$ cat src/rtl/pipe_stage_reg_pkg.sv
// +----------------------------------------------------------------------+
// | pipe_stage_reg_pkg : shared field widths and the "no register" ID     |
// | rev 1.0                                                               |
// +----------------------------------------------------------------------+
`default_nettype none

package pipe_stage_reg_pkg;

  localparam int OP_W   = 6;
  localparam int FUNC_W = 6;
  localparam int WORD_W = 32;

  // Payload is op + func + valC/valA/valB.
  localparam int DATA_W_DEF = OP_W + FUNC_W + 3 * WORD_W;
  localparam int NREG_DEF   = 4;
  localparam int REG_W_DEF  = 5;
  localparam int CNT_W_DEF  = 16;

  localparam logic [REG_W_DEF-1:0] RNONE = 5'h0F;

endpackage

`default_nettype wire

$ cat src/rtl/sat_counter.sv
// +----------------------------------------------------------------------+
// | sat_counter : up-counter that sticks at all-ones, sync reset          |
// | rev 1.0                                                               |
// +----------------------------------------------------------------------+
`default_nettype none

module sat_counter #(
  parameter int W = 16
) (
  input  logic         clk,
  input  logic         reset,
  input  logic         inc,
  output logic [W-1:0] count
);

  always_ff @(posedge clk) begin
    if (reset) begin
      count <= '0;
    end else if (inc && (count != {W{1'b1}})) begin
      count <= count + 1'b1;
    end
  end

endmodule

`default_nettype wire

$ cat src/rtl/pipe_stage_reg.sv
// +----------------------------------------------------------------------+
// | pipe_stage_reg : pipeline stage register with stall/bubble control    |
// | rev 1.0                                                               |
// +----------------------------------------------------------------------+
`default_nettype none

module pipe_stage_reg
  import pipe_stage_reg_pkg::*;
#(
  parameter int                DATA_W  = DATA_W_DEF,
  parameter int                NREG    = NREG_DEF,
  parameter int                REG_W   = REG_W_DEF,
  parameter logic [REG_W-1:0]  RNONE_V = RNONE,
  parameter int                CNT_W   = CNT_W_DEF
) (
  input  logic                  clk,
  input  logic                  reset,
  input  logic                  stall,
  input  logic                  bubble,
  input  logic                  in_valid,
  input  logic [DATA_W-1:0]     in_data,
  input  logic [NREG*REG_W-1:0] in_regs,
  output logic                  out_valid,
  output logic [DATA_W-1:0]     out_data,
  output logic [NREG*REG_W-1:0] out_regs,
  output logic                  conflict,
  output logic [CNT_W-1:0]      stall_cnt,
  output logic [CNT_W-1:0]      bubble_cnt
);

  logic [NREG*REG_W-1:0] regs_none;
  logic                  stall_inc;

  assign regs_none = {NREG{RNONE_V}};
  // A stall masked by a bubble is not counted as a stall.
  assign stall_inc = stall & ~bubble;

  always_ff @(posedge clk) begin
    if (reset || bubble) begin
      out_valid <= 1'b0;
      out_data  <= '0;
      out_regs  <= regs_none;
    end else if (!stall) begin
      out_valid <= in_valid;
      out_data  <= in_data;
      out_regs  <= in_regs;
    end
  end

  always_ff @(posedge clk) begin
    if (reset) begin
      conflict <= 1'b0;
    end else if (stall && bubble) begin
      conflict <= 1'b1;
    end
  end

  sat_counter #(.W(CNT_W)) u_stall_cnt (
    .clk   (clk),
    .reset (reset),
    .inc   (stall_inc),
    .count (stall_cnt)
  );

  sat_counter #(.W(CNT_W)) u_bubble_cnt (
    .clk   (clk),
    .reset (reset),
    .inc   (bubble),
    .count (bubble_cnt)
  );

endmodule

`default_nettype wire

$ cat config.mk
export PLATFORM = sky130hd
export DESIGN_NAME = pipe_stage_reg
export DESIGN_NICKNAME = d
export VERILOG_FILES = /design/src/rtl/pipe_stage_reg_pkg.sv /design/src/rtl/sat_counter.sv /design/src/rtl/pipe_stage_reg.sv
export SDC_FILE = /design/constraint.sdc
export NUM_CORES = 1
export LEC_CHECK = 0
export BUFFER_PORTS_ARGS = -buffer_cell sky130_fd_sc_hd__buf_4
export CAP_MARGIN = 20
export CORE_UTILIZATION = 45
export DETAILED_ROUTE_END_ITERATION = 12
export HOLD_SLACK_MARGIN = 0.08
export PLACE_DENSITY_LB_ADDON = 0.08
export SETUP_SLACK_MARGIN = 0.02
export SYNTH_ARGS = -nofsm -noshare
export SYNTH_HDL_FRONTEND = slang
export SYNTH_HIERARCHICAL = 1
export SYNTH_SLANG_ARGS = --single-unit
$ cat constraint.sdc
create_clock -name clk -period 2.71 [get_ports clk]
set_input_delay 0.271 -clock clk [delete_from_list [all_inputs] [get_ports clk]]
set_output_delay 0.271 -clock clk [all_outputs]
set_load 0.03 [all_outputs]
== Word-level counts from Yosys, hierarchy flattened ==
Cells that the tools add are included.

* Input port bits: 133
* Output and inout bits: 162
* Register bits after elaboration: 162

* Reduce and logical (&&, ||, !) cells: 4
* Add/sub/neg operators: 2
* Equal/unequal tests: 2
* Bitwise logic cells: 2

{| class="wikitable"
|+ Operator list
! kind !! count
|-
| $add 16x1->16 const B || 2
|-
| $ne 16x16->1 const B || 2
|-
| $logic_and 1x1->1 || 3
|-
| $and 1x1->1 || 1
|-
| $logic_or 1x1->1 || 1
|-
| $not 1->1 || 1
|}

== Longest topological paths before layout ==
* Depth in word-level cells: 3
* Mapped depth: 8

== Cells and area by module ==
Netlist, hierarchy kept.

{| class="wikitable"
|+ Modules (own cells, without submodules)
! module !! area each (µm²) !! cells an instance !! times used
|-
| pipe_stage_reg || 4,657.0 || 422 || 1
|-
| sat_counter || 848.3 || 99 || 2
|}

== Worst setup path before layout ==
No wires, ideal clock.

* Path type: input -> register
* From: input port stall
* To: register u_stall_cnt.count[9]
* Data arrival time: 1.910 ns
* Path slack: 0.729 ns
* Required time: 2.640 ns
* Path buffers: 4
* Stages on the path: 8
* Path through: buf_2 buf_4 buf_4 nor2b_1 nand2_1 clkbuf_1 or4_1 a21oi_1

* Longest elaborated chain between the ends: 2

{| class="wikitable"
|+ Ends and longest elaborated chain
! element !! line !! RTL
|-
| from (decl) || pipe_stage_reg.sv:18 || <nowiki>input logic stall,</nowiki>
|-
| $and 1x1->1 || pipe_stage_reg.sv:36 || <nowiki>assign stall_inc = stall & ~bubble;</nowiki>
|-
| via stall_inc || pipe_stage_reg.sv:32 || <nowiki>logic stall_inc;</nowiki>
|-
| $logic_and 1x1->1 || sat_counter.sv:19 || <nowiki>end else if (inc && (count != {W{1'b1}})) begin</nowiki>
|-
| to (signal assigned) || sat_counter.sv:20 || <nowiki>count <= count + 1'b1;</nowiki>
|-
| to (decl) || sat_counter.sv:13 || <nowiki>output logic [W-1:0] count</nowiki>
|}

The timed path passes the listed nets, and every way through them passes these cells.
A chain may end at the register's enable or synchronous reset.

== Final worst setup path ==
* From: register u_bubble_cnt.count[2]
* To: register u_bubble_cnt.count[11]

* Longest elaborated chain between the ends: 2

{| class="wikitable"
|+ Ends and longest elaborated chain
! element !! line
|-
| from (decl) || sat_counter.sv:13
|-
| from (signal assigned) || sat_counter.sv:20
|-
| parallel branches: the longest is 2 deep, another holds $add 16x1->16 || --
|}

Parallel ways; which one is timed is not known.

==> results.yml <==
timing:
  max_freq_mhz: 553.9
  worst_pin_slew_ps: 996.9
  final.period_utilization: 0.6662
  rsz0062_at_grt: "no"
  max-slew-margin-rel: 0.3354
  min_period_ps: 1805
  whs_ps: 91.80
  hold_viol: 0
  skew_ps: 8.319
  setup_viol: 0
  finalWorstSetupSlack_ps: 904.7
  setup_tns_ps: 0
  slew_viol_final: 0
power:
  vdd_drop_max_mv: 0.3101
  powerDensity_mw_per_mm2: 585.5
  leakage_nw: 4.493
clock_tree:
  cts_tree: "yes"
  clock-sinks: 162
  insertion_delay_ps: 410
  cts-resized-gates: 0
  cts_max_path_buffers: 2
  cts_root_buf: "clkbuf_16"
  ctsHtreeMaxLevel: 4
  holdBufCountCts: 39
  clk_pin_slew_ps: 60
  numCtsBuffers: 17
  post_cts_buffers: 0
place:
  hpwlAfterDp_um: 12650
  place_congestion: 0.9215
  post-place-ws_ps: 807.6
  placed_cells: 1063
  port_buffers: 294
synth:
  yosysMostFrequentCell: "dfxtp_1"
  ys.flop_type: "dfxtp_1"
  synth_top_area_cell: "dfxtp_1"
  syn_area_mm2: 0.006354
  yosysSeqAreaShare: 0.5104
  synth_common_cells: "162 x dfxtp_1, 131 x mux2i_1, 127 x nor2_1"
  synthArstFlopShare: 0
  synth-edff-count: 0
  synthCells: 620
  synth.area.top_cells: "dfxtp_1 51%, mux2i_1 21%, nor2_1 7.5%"
  avgSynthCellArea_um2: 10.25
  synth-seq-cells: 162
  synth_fp_nets: 755
  synth_cell_types: 35
  ys_warn_count: 6
  synth_top_area_frac: 0.5104
job:
  maxCapViolations: 0
die:
  fp.dieW_um: 120.8
  die_area_mm2: 0.01460
  start_util: 0.4595
  io_pins: 295
  rows: 43
  coreArea_mm2: 0.01383
  die_h_um: 120.8
cells_and_area:
  multiInputGateArea_mm2: 0.002804
  seqCellArea_mm2: 0.003243
  final_util: 0.6929
  nNetsFinal: 1077
  area_growth_pct: 50.79
  drive_gt1_frac: 0.3543
  antennaDiodeCount: 0
  instances_no_fill: 1134
  fillers: 1085
route:
  dr.pass1.iters: 4
  drc: 0
  vias: 5736
  wl_um: 17860
  wl_per_cell_um: 15.75
  dr.first_iter.drc_count: 234
  vias_per_cell: 5.058
  antenna_left: 0
grt:
  grt_max_degree: 131
  overflow: 0
  grt_pass1_wl_um: 27170
  grtUsageTotal: 0.2403
  antenna_found_initial: 0
  grt_pass1_vias: 5380
worst_hold_path:
  hold_path_class: "primary input to flip-flop"
  whs_path_depth: 3
setup_path:
  startpoint_type: "flip-flop"
  reg2reg_depth: 4
  crit_type: "flip-flop to flip-flop"
  crit_arrival_ps: 2110
  end_kind: "flip-flop"
  required_ps: 3010
  crit_fanout: 11
outcome:
  status: "completed"
## path summary, 6_finish.rpt
path,from,to,slack [ps]
max,u_bubble_cnt/count[2],u_bubble_cnt/count[11],900
min,in_data[18],out_data[18],90
max reg2reg,u_bubble_cnt/count[2],u_bubble_cnt/count[11],900
min reg2reg,out_regs[11],out_regs[11],470
## metrics by stage
stage | power (mW) | area (µm²)
2_1_floorplan | 2.910 | 6354
3_3_place_gp | 3.177 | 8576
6_report | 5.609 | 9580
4_1_cts | 5.663 | 9570
3_5_place_dp | 3.194 | 8576
5_1_grt | 5.839 | 9580
## metal layers
metal / up-vias / global-route usage / routed length, µm
met2: 194 / 0.4179 / 9160
met1: 2699 / 0.2673 / 6920
met3: 35 / 0.08113 / 1219
met5: - / 0 / 0
li1: 2808 / - / -
met4: 0 / 0.09722 / 561
## placed cells by master, fill, tap and decap left out, drive strengths merged, types with 12 or more instances in the layout
cell type    synthesis  final
mux2i              131    131
nor2               127    127
clkbuf               6     22
dfxtp              162    162
a21oi               21     21
dlygate4sd3          0     40
nand3               12     12
o31ai               12     12
or4                 14     14
nand2               30     30
buf                 31    300
## state kept, by name, summed over array words and instances, names as in the netlist
name	count
u_stall_cnt/count	16
u_bubble_cnt/count	16
conflict	1
out_regs	20
out_data	108
out_valid	1
## critical path, stage by stage (launching register included)
cell and delay (ps):
dfxtp_1 450, and4_1 250, nand2_1 220, nor4bb_1 410
mux2_2 370
## final cells by class
| cell class | count | area share |
|---|---|---|
| Clock inverter | 9 | 0.01358 |
| Timing Repair Buffer | 340 | 0.2799 |
| Inverter | 6 | 0.002351 |
| Clock buffer | 22 | 0.04950 |
| Multi-Input combinational cell | 415 | 0.2927 |
| Tap cell | 180 | 0.02351 |
| Sequential cell | 162 | 0.3385 |
## where the power goes
group | switching (mW) | internal, mW
Clock | 0.902 | 1.52
Combinational | 0.352 | 0.351
Sequential | 0.0385 | 2.45
Total | 1.29 | 4.32
## cell families after synthesis
kind of cell    after synthesis  synth area share
flops                       162            0.5104
fa+ha+maj                     2          0.003938
xor+xnor                      4          0.005513
compound gates               47           0.04490
simple gates                229            0.1766
mux                         133            0.2099
buf+inv                      43           0.04864
(Power assumes the default switching activity.)
